$ cat config.mk
export PLATFORM = sky130hd
export DESIGN_NAME = arbitro_rr
export DESIGN_NICKNAME = d
export VERILOG_FILES = /design/src/rtl/arbitro_pkg.sv /design/src/rtl/rr_pick.sv /design/src/rtl/arbitro_rr.sv
export SDC_FILE = /design/constraint.sdc
export NUM_CORES = 1
export LEC_CHECK = 0
export ABC_AREA = 0
export ABC_CLOCK_PERIOD_IN_PS = 2900
export CELL_PAD_IN_SITES_DETAIL_PLACEMENT = 2
export CELL_PAD_IN_SITES_GLOBAL_PLACEMENT = 2
export CORE_ASPECT_RATIO = 1.1
export CORE_MARGIN = 1
export CORE_UTILIZATION = 21
export DETAILED_ROUTE_END_ITERATION = 7
export HOLD_SLACK_MARGIN = 0.1
export PLACE_DENSITY_LB_ADDON = 0.05
export REMOVE_ABC_BUFFERS = 1
export SYNTH_ARGS = -nofsm -noshare
export SYNTH_HDL_FRONTEND = slang
export SYNTH_SLANG_ARGS = --single-unit
$ cat constraint.sdc
create_clock -name clk -period 2.9 [get_ports clk]
set_clock_uncertainty 0.1 [all_clocks]
set_input_delay 0.725 -clock clk [delete_from_list [all_inputs] [get_ports clk]]
set_output_delay 0.725 -clock clk [all_outputs]
set_load 0.01 [all_outputs]
$ cat src/rtl/arbitro_pkg.sv
// arbitro_pkg -- shared definitions for the round-robin arbiter.
//   N_PORTS     : number of input/output FIFO pairs (4)
//   PTR_W       : width of a port index
//   arb_state_t : FSM state encoding (IDLE=00, ACTIVE=01, STALL=10)
//   onehot_to_idx : converts a one-hot port vector to its index
package arbitro_pkg;

  localparam int N_PORTS = 4;
  localparam int PTR_W   = 2;

  typedef enum logic [1:0] {
    IDLE   = 2'b00,
    ACTIVE = 2'b01,
    STALL  = 2'b10
  } arb_state_t;

  function automatic logic [PTR_W-1:0] onehot_to_idx(input logic [N_PORTS-1:0] oh);
    logic [PTR_W-1:0] idx;
    idx = '0;
    for (int i = 0; i < N_PORTS; i++) begin
      if (oh[i]) idx = PTR_W'(i);
    end
    return idx;
  endfunction

endpackage

$ cat src/rtl/rr_pick.sv
// rr_pick -- combinational round-robin selector.
// Ports:
//   req   [3:0] : request vector (bit i = input i eligible)
//   ptr   [1:0] : search start position
//   grant [3:0] : one-hot grant, first request at or after ptr (mod 4)
//   valid       : at least one request present
module rr_pick
  import arbitro_pkg::*;
(
  input  logic [N_PORTS-1:0] req,
  input  logic [PTR_W-1:0]   ptr,
  output logic [N_PORTS-1:0] grant,
  output logic               valid
);

  logic [PTR_W-1:0] sel_idx;
  logic             found;

  // Walk the ports starting at ptr; the 2-bit index wraps naturally.
  always_comb begin
    grant   = '0;
    found   = 1'b0;
    sel_idx = '0;
    for (int k = 0; k < N_PORTS; k++) begin
      sel_idx = ptr + PTR_W'(k);
      if (!found && req[sel_idx]) begin
        grant[sel_idx] = 1'b1;
        found          = 1'b1;
      end
    end
  end

  assign valid = |req;

endmodule

$ cat src/rtl/arbitro_rr.sv
// arbitro_rr -- round-robin arbiter moving words from 4 input FIFOs to
// 4 output FIFOs over a shared bus.
// Ports:
//   clk                      : rising-edge clock
//   reset                    : synchronous, active-low reset
//   empty0..empty3           : input-FIFO empty flags
//   almost_full4..7          : output-FIFO flags (at most one free entry)
//   destino [1:0]            : destination of the word on the shared bus
//   pop0..pop3               : input-FIFO pops (combinational)
//   push4..push7             : output-FIFO pushes (one cycle after the pop)
//   demux [1:0]              : index of the input driving the shared bus
//   state [1:0]              : registered FSM state
//   idle                     : state is IDLE and no word in flight
//   xfer_cnt [CNT_W-1:0]     : push counter, only with ARBITRO_RR_CNT_EN
// Build option: define ARBITRO_RR_CNT_EN to add the xfer_cnt counter/port.
module arbitro_rr
  import arbitro_pkg::*;
#(
  parameter int CNT_W = 16
) (
  input  logic             clk,
  input  logic             reset,
  input  logic             empty0,
  input  logic             empty1,
  input  logic             empty2,
  input  logic             empty3,
  input  logic             almost_full4,
  input  logic             almost_full5,
  input  logic             almost_full6,
  input  logic             almost_full7,
  input  logic [1:0]       destino,
  output logic             pop0,
  output logic             pop1,
  output logic             pop2,
  output logic             pop3,
  output logic             push4,
  output logic             push5,
  output logic             push6,
  output logic             push7,
  output logic [1:0]       demux,
  output logic [1:0]       state,
  output logic             idle
`ifdef ARBITRO_RR_CNT_EN
  ,
  output logic [CNT_W-1:0] xfer_cnt
`endif
);

  logic [N_PORTS-1:0] req;
  logic [N_PORTS-1:0] grant;
  logic [N_PORTS-1:0] pop_vec;
  logic [N_PORTS-1:0] push_vec;
  logic               valid;
  logic               stall;
  logic               pop_any;
  logic [PTR_W-1:0]   grant_idx;
  logic [PTR_W-1:0]   rr_ptr;
  logic [PTR_W-1:0]   sel_q;
  logic               in_flight;
  arb_state_t         state_q;
  arb_state_t         state_next;

  assign req   = ~{empty3, empty2, empty1, empty0};
  assign stall = |{almost_full7, almost_full6, almost_full5, almost_full4};

  rr_pick u_pick (
    .req   (req),
    .ptr   (rr_ptr),
    .grant (grant),
    .valid (valid)
  );

  assign grant_idx = onehot_to_idx(grant);

  // Pops only while out of reset and with room downstream.
  assign pop_any = reset && !stall && valid;
  assign pop_vec = pop_any ? grant : '0;

  // The popped word is pushed next cycle regardless of stall: the
  // almost_full margin reserves the slot it needs. Reset drops it.
  always_comb begin
    push_vec = '0;
    if (reset && in_flight) push_vec[destino] = 1'b1;
  end

  assign demux = reset ? sel_q : '0;

  always_comb begin
    if (!valid)     state_next = IDLE;
    else if (stall) state_next = STALL;
    else            state_next = ACTIVE;
  end

  always_ff @(posedge clk) begin
    if (!reset) begin
      rr_ptr    <= '0;
      in_flight <= 1'b0;
      sel_q     <= '0;
      state_q   <= IDLE;
    end else begin
      if (pop_any) begin
        rr_ptr    <= grant_idx + PTR_W'(1);
        in_flight <= 1'b1;
        sel_q     <= grant_idx;
      end else begin
        in_flight <= 1'b0;
      end
      state_q <= state_next;
    end
  end

  assign state = state_q;
  assign idle  = (state_q == IDLE) && !in_flight;

  assign {pop3, pop2, pop1, pop0}     = pop_vec;
  assign {push7, push6, push5, push4} = push_vec;

`ifdef ARBITRO_RR_CNT_EN
  logic [CNT_W-1:0] cnt;

  // Free-running transfer count; wraps from all-ones to zero.
  always_ff @(posedge clk) begin
    if (!reset)          cnt <= '0;
    else if (|push_vec)  cnt <= cnt + CNT_W'(1);
  end

  assign xfer_cnt = cnt;
`endif

endmodule

==> results of run 1 <==
how the worst max path moves through the flow:
stage | start | endpoint | slack, ps
5_1_grt | rr_ptr[1] | pop1 | -380
2_1_floorplan | rr_ptr[0] | pop1 | -130
6_report | rr_ptr[1] | pop1 | -300
4_1_cts | rr_ptr[1] | pop1 | -280
3_3_place_gp | empty2 | pop1 | -1050
3_5_place_dp | empty3 | pop1 | -1070
layout make-up:
type / count / share of cell area [%]
Sequential cell: 7 / 9.49
Timing Repair Buffer: 69 / 37.3
Tap cell: 34 / 2.83
Inverter: 6 / 1.67
Multi-Input combinational cell: 78 / 47.0
Clock buffer: 4 / 1.75
registers in the layout, summed over array words and instances (netlist names):
name,cells
sel_q,2
in_flight,1
rr_ptr,2
state,2
timing repair:
| item | CTS | global route |
|---|---|---|
| pin swaps | 9 | 6 |
| setup buffers | 8 | 4 |
| setup endpoints to repair | 8 | 5 |
| gates resized for setup | 51 | 16 |
routing by layer:
layer	up-vias	GRT usage [%]	part of all wire (%)
met5	-	0	0
met4	0	6.25	0.43
met3	2	1.44	3.0
met2	20	39.5	56
met1	489	25.4	41
li1	482	-	-
cells in the final DEF, fill, tap and decap left out, drive strengths merged, types with 2 or more instances in the layout:
master and count:
a2111oi 2, a21oi 4, and2 3, and3 6
buf 49, clkbuf 6, clkdlybuf4s50 11, dfxtp 7
dlygate4sd2 6, ha 4, inv 6, mux2 3
mux2i 5, nand2 10, nand2b 4, nand3 4
nor2 9, nor3 3, o21ai 4, o22ai 3
o2bb2ai 2
cells by family (layout without fill, tap and decap cells):
kind of cell               after synthesis  in the layout  share of synthesized area, %
muxes                                    8              8                          13.2
DFF                                      7              7                          19.5
adders and majority gates                4              4                          6.96
and+or+nand+nor                         44             44                          31.3
buffers and inverters                    9             79                          5.39
AOI/OAI and AO/OA                       22             22                          23.7
per-stage QoR:
| step | TNS, ps | utilization, % | total power [uW] | worst slack [ps] | area (um2) |
|---|---|---|---|---|---|
| 4_1_cts | -1060 | 45.2 | 348 | -279 | 1430 |
| 3_3_place_gp | -4050 | 39.1 | 222 | -1050 | 1230 |
| 3_5_place_dp | -4530 | 39.1 | 227 | -1070 | 1230 |
| 6_report | -1050 | 47.7 | 364 | -302 | 1500 |
| 5_1_grt | -1340 | 47.7 | 385 | -376 | 1500 |
| 2_1_floorplan | -373 | - | 151 | -126 | 703 |
power groups by stage:
stage	combinational (uW)	clock [uW]	sequential [uW]
6_report	175	88.4	101
5_1_grt	187	97.2	101
4_1_cts	155	91.8	101
3_5_place_dp	125	0	103
3_3_place_gp	120	0	103
2_1_floorplan	46.2	0	104
worst reg2reg max path, stage by stage (launching register included):
cell and delay (ps):
dfxtp_2 350, inv_4 50, ha_4 290, buf_6 110, mux2i_4 270, mux2i_4 130
buf_4 170, a2111oi_4 340, a2bb2oi_2 180, buf_4 120, buf_4 100, buf_4 100
a21oi_2 50, a31o_1 180
==> results.sh, run 1 <==
export IMPL_multi_input_area_um2=706
export IMPL_first_global_vias=1117
export IMPL_period_needed_ps=3200
export IMPL_cts_tree="done"
export IMPL_maxCapViolCount=0
export IMPL_p_sw_share_pct=31.8
export IMPL_ant_nets=0
export IMPL_place_inst=182
export IMPL_critical_path_class="flip-flop to output port"
export IMPL_worst_path_max_delay_cell="a2111oi_4"
export IMPL_path_cells="inv_4 -> ha_4 -> buf_6 -> mux2i_4 -> mux2i_4 -> a2111oi_4 -> buf_4 -> o2bb2ai_4 -> and2_4 -> buf_6"
export IMPL_min_period_over_period_pct=110
export IMPL_crit_arrival_ps=2380
export IMPL_grt_antenna_before_repair=0
export IMPL_start_util_pct=22.8
export IMPL_reg2reg_depth=13
export IMPL_grt_max_degree=12
export IMPL_diodes=0
export IMPL_worstHoldEndpoint="sel_q[1]"
export IMPL_drc=4
export IMPL_synth_edf_count=0
export IMPL_start_kind="flip-flop"
export IMPL_cp_num_buf_inv=4
export IMPL_cp_top_family="compound AO/OA/AOI/OAI gates"
export IMPL_worst_r2r_setup_slack_ps=250
export IMPL_setup_violations=4
export IMPL_cts_hold_fix_buffers=0
export IMPL_clock_path_buffers=2
export IMPL_synthTopCellsByArea="dfxtp_1, ha_1, mux2i_1, nand2_1, nor2_1"
export IMPL_ys_flop_type="dfxtp_1"
export IMPL_clockRootBuffer="clkbuf_4"
export IMPL_syn_inst=94
export IMPL_combPwrFrac_pct=47.9
export IMPL_drive_gt1_share_pct=49.4
export IMPL_finalWirelength_um=3680
export IMPL_ir_drop_mv=0.0707
export IMPL_power_internal_uw=248
export IMPL_nFillCells=355
export IMPL_violations="design-rule violations, negative setup slack"
export IMPL_power_leakage_uw=0.000690
export IMPL_cts_sinks=7
export IMPL_hold_class="flip-flop to flip-flop"
export IMPL_r2r_start="rr_ptr[1]"
export IMPL_netlist_area_um2=719
export IMPL_required_ps=2080
export IMPL_layout_setup_ws_ps=-302
export IMPL_htree_levels=1
export IMPL_p_seq_share_pct=27.8
export IMPL_nets=181
export IMPL_gr_usage_all_layers_pct=21.2
export IMPL_syn_area_per_cell_um2=7.65
export IMPL_die_area_mm2=0.00366
export IMPL_pin_count=25
export IMPL_clkTransAtPathRegs_ps=50
export IMPL_wl_per_cell_um=18.6
export IMPL_regArea_um2=143
export IMPL_place_congestion=0.852
export IMPL_fmax_mhz=312
export IMPL_critical_path_max_fanout=4
export IMPL_vias_per_cell=5.02
export IMPL_grt_overflow_total=0
export IMPL_status="complete, but fails checks"
export IMPL_p_sw_uw=116
export IMPL_synth_warnings=0
export IMPL_powerDensity_mw_per_mm2=242
export IMPL_yosysSeqAreaShare_pct=19.5
export IMPL_core_rowCount=21
export IMPL_synthTopCellsByCount="nand2_1, nor2_1, dfxtp_1"
export IMPL_min_from="sel_q[1]"
export IMPL_drtIter0Drc=14
export IMPL_worstMarginPinSlew_ps=416
export IMPL_synth_most_common_cell="nand2_1"
export IMPL_grt_pass1_wl_um=5840
export IMPL_drt_pass1_iter_count=8
export IMPL_max_slew_margin_pct=72.0
export IMPL_clock_latency_ps=250
export IMPL_synth_top_cell_by_area="dfxtp_1"
export IMPL_fin_cells=198
export IMPL_drv_slew=0
export IMPL_vias=993
export IMPL_worst_path_stages=10
export IMPL_port_buffer_count=24
export IMPL_synthToLayoutAreaGrowth_pct=109
export IMPL_rsz0062_at_grt="yes"
export IMPL_core_mm2=0.00315
export IMPL_hold_viol=0
export IMPL_die_y_um=63.4
export IMPL_synth_top_area_share_pct=19.5
export IMPL_dp_hpwl_um=2340
export IMPL_regToRegEndpoint="rr_ptr[0]"
export IMPL_clockPowerShare_pct=24.3
export IMPL_async_reset_ff_share_pct=0
export IMPL_cts_made_buffers=3
export IMPL_yosysUniqueCellTypes=38
export IMPL_max_stage_delay_ps=410
export IMPL_die_w_um=57.8
export IMPL_endpoint_kind="output port"
export IMPL_whs_path_depth=1
export IMPL_ys_ff_latch=7
export IMPL_hold_slack_ps=437
(Power assumes the default switching activity.)
==> run 2: changes to the inputs <==
--- a/config.mk
+++ b/config.mk
@@ -12,6 +12,7 @@
 export CORE_ASPECT_RATIO = 1.1
 export CORE_MARGIN = 1
 export CORE_UTILIZATION = 21
+export CTS_CLUSTER_DIAMETER = 150
 export DETAILED_ROUTE_END_ITERATION = 7
 export HOLD_SLACK_MARGIN = 0.1
 export PLACE_DENSITY_LB_ADDON = 0.05
==> results of run 2 <==
Same layout as run 1: the final DEF is identical, and so are final timing and power.
==> run 3: changes to the inputs <==
--- a/config.mk
+++ b/config.mk
@@ -7,11 +7,11 @@
 export LEC_CHECK = 0
 export ABC_AREA = 0
 export ABC_CLOCK_PERIOD_IN_PS = 2900
-export CELL_PAD_IN_SITES_DETAIL_PLACEMENT = 2
-export CELL_PAD_IN_SITES_GLOBAL_PLACEMENT = 2
+export CELL_PAD_IN_SITES_DETAIL_PLACEMENT = 0
+export CELL_PAD_IN_SITES_GLOBAL_PLACEMENT = 1
 export CORE_ASPECT_RATIO = 1.1
 export CORE_MARGIN = 1
-export CORE_UTILIZATION = 21
+export CORE_UTILIZATION = 28
 export CTS_CLUSTER_DIAMETER = 150
 export DETAILED_ROUTE_END_ITERATION = 7
 export HOLD_SLACK_MARGIN = 0.1
==> run 3 against run 2 <==
  * The run ends with negative setup slack left
  * Combinational power is essentially flat
  * Total power up 1.0%
  * Register-to-register slack lost 350 ps
  * Largest cell class unchanged
  * Highest routed layer unchanged
==> results.sh, run 3 (synthesized netlist as in run 1, its figures left out) <==
export IMPL_clock_latency_ps=250
export IMPL_required_ps=2080
export IMPL_path_cells="clkdlybuf4s15_2 -> mux2_4 -> mux2i_4 -> buf_4 -> a2111oi_4 -> a2bb2oi_4 -> nor2_1 -> buf_2"
export IMPL_core_rowCount=18
export IMPL_cts_made_buffers=3
export IMPL_regToRegEndpoint="rr_ptr[0]"
export IMPL_multi_input_area_um2=668
export IMPL_fin_util_pct=62.8
export IMPL_port_buffer_count=24
export IMPL_clock_path_buffers=2
export IMPL_maxCapViolCount=0
export IMPL_critical_path_class="primary input to output port"
export IMPL_rsz0062_at_grt="yes"
export IMPL_cts_tree="done"
export IMPL_powerDensity_mw_per_mm2=250
export IMPL_synthToLayoutAreaGrowth_pct=105
export IMPL_setup_violations=6
export IMPL_cp_num_buf_inv=3
export IMPL_hold_class="flip-flop to flip-flop"
export IMPL_max_slew_margin_pct=74.4
export IMPL_nets=178
export IMPL_start_kind="primary input"
export IMPL_min_from="sel_q[1]"
export IMPL_ant_nets=0
export IMPL_dp_hpwl_um=1610
export IMPL_power_leakage_uw=0.000690
export IMPL_grt_antenna_before_repair=0
export IMPL_worstMarginPinSlew_ps=384
export IMPL_cp_top_family="compound AO/OA/AOI/OAI gates"
export IMPL_die_area_mm2=0.00278
export IMPL_mostFrequentLayoutCell="buf_4"
export IMPL_period_needed_ps=3110
export IMPL_grt_overflow_total=0
export IMPL_diodes=0
export IMPL_clockRootBuffer="clkbuf_4"
export IMPL_place_congestion=0.797
export IMPL_drtIter0Drc=11
export IMPL_pin_count=25
export IMPL_critical_path_max_fanout=6
export IMPL_fin_cells=191
export IMPL_hold_slack_ps=439
export IMPL_regArea_um2=143
export IMPL_start_util_pct=30.7
export IMPL_whs_path_depth=1
export IMPL_nFillCells=193
export IMPL_hold_viol=0
export IMPL_r2r_start="rr_ptr[0]"
export IMPL_drc=0
export IMPL_ir_drop_mv=0.163
export IMPL_status="complete, but fails checks"
export IMPL_vias=949
export IMPL_drv_slew=0
export IMPL_wl_per_cell_um=13.1
export IMPL_setup_tns_final_ps=-790
export IMPL_worstHoldEndpoint="sel_q[1]"
export IMPL_place_ws_ps=-899
export IMPL_layout_setup_ws_ps=-210
export IMPL_worst_r2r_setup_slack_ps=-100
export IMPL_endpoint_kind="output port"
export IMPL_fmax_mhz=322
export IMPL_crit_arrival_ps=2290
export IMPL_reg2reg_depth=19
export IMPL_min_period_over_period_pct=107
export IMPL_die_w_um=50.3
export IMPL_cts_hold_fix_buffers=0
export IMPL_place_inst=169
export IMPL_layout_common_cells="buf_4, clkdlybuf4s50_1, nand2_1, buf_6, nor2_1"
export IMPL_max_stage_delay_ps=420
export IMPL_die_y_um=55.2
export IMPL_htree_levels=1
export IMPL_grt_max_degree=12
export IMPL_worst_path_max_delay_cell="a2111oi_4"
export IMPL_finalWirelength_um=2490
export IMPL_gr_usage_all_layers_pct=19.9
export IMPL_cts_sinks=7
export IMPL_clkTransAtPathRegs_ps=60
export IMPL_vias_per_cell=4.97
export IMPL_grt_pass1_wl_um=4130
export IMPL_drive_gt1_share_pct=44.1
export IMPL_first_global_vias=987
export IMPL_drt_pass1_iter_count=4
export IMPL_core_mm2=0.00234
export IMPL_violations="negative setup slack"
[run 3: worst max path at each step]
stage	start	to	slack, ps	cells past startpoint
after CTS	rr_ptr[1]	pop2	-190	9
after detailed placement	empty2	pop2	-900	7
after global placement	empty2	pop1	-910	8
final	empty3	pop2	-210	8
after global routing	rr_ptr[1]	pop2	-290	9
after floorplan	rr_ptr[0]	pop1	-130	7
[run 3: final cells by class]
cell class,count,area share [%]
clock buffer,4,1.79
inverter,6,1.53
multi-input combinational,78,45.4
sequential,7,9.69
tap,30,2.55
timing repair buffer,66,39.0
[run 3: repair_timing]
action                     CTS  global route
pin swaps                    9             6
setup endpoints to repair    8             7
buffers inserted            17             3
gates resized for setup     58             6
[run 3: stage by stage]
stage / instance area, um2 / total power (uW)
after floorplan: 703 / 151
after global placement: 1160 / 212
after detailed placement: 1160 / 212
after CTS: 1430 / 358
after global routing: 1470 / 388
final: 1470 / 368
[run 3: per-layer routing]
layer	vias to the layer above	part of all wire, %	GRT usage, %
met1	442	42	20.3
li1	479	-	-
met4	0	1.8	14.4
met5	-	0	0
met3	6	2.9	1.64
met2	22	54	39.1
[run 3: power breakdown]
part | switching, uW | internal [uW]
Combinational | 70.5 | 106
Sequential | 1.54 | 99.4
Clock | 37.5 | 52.6
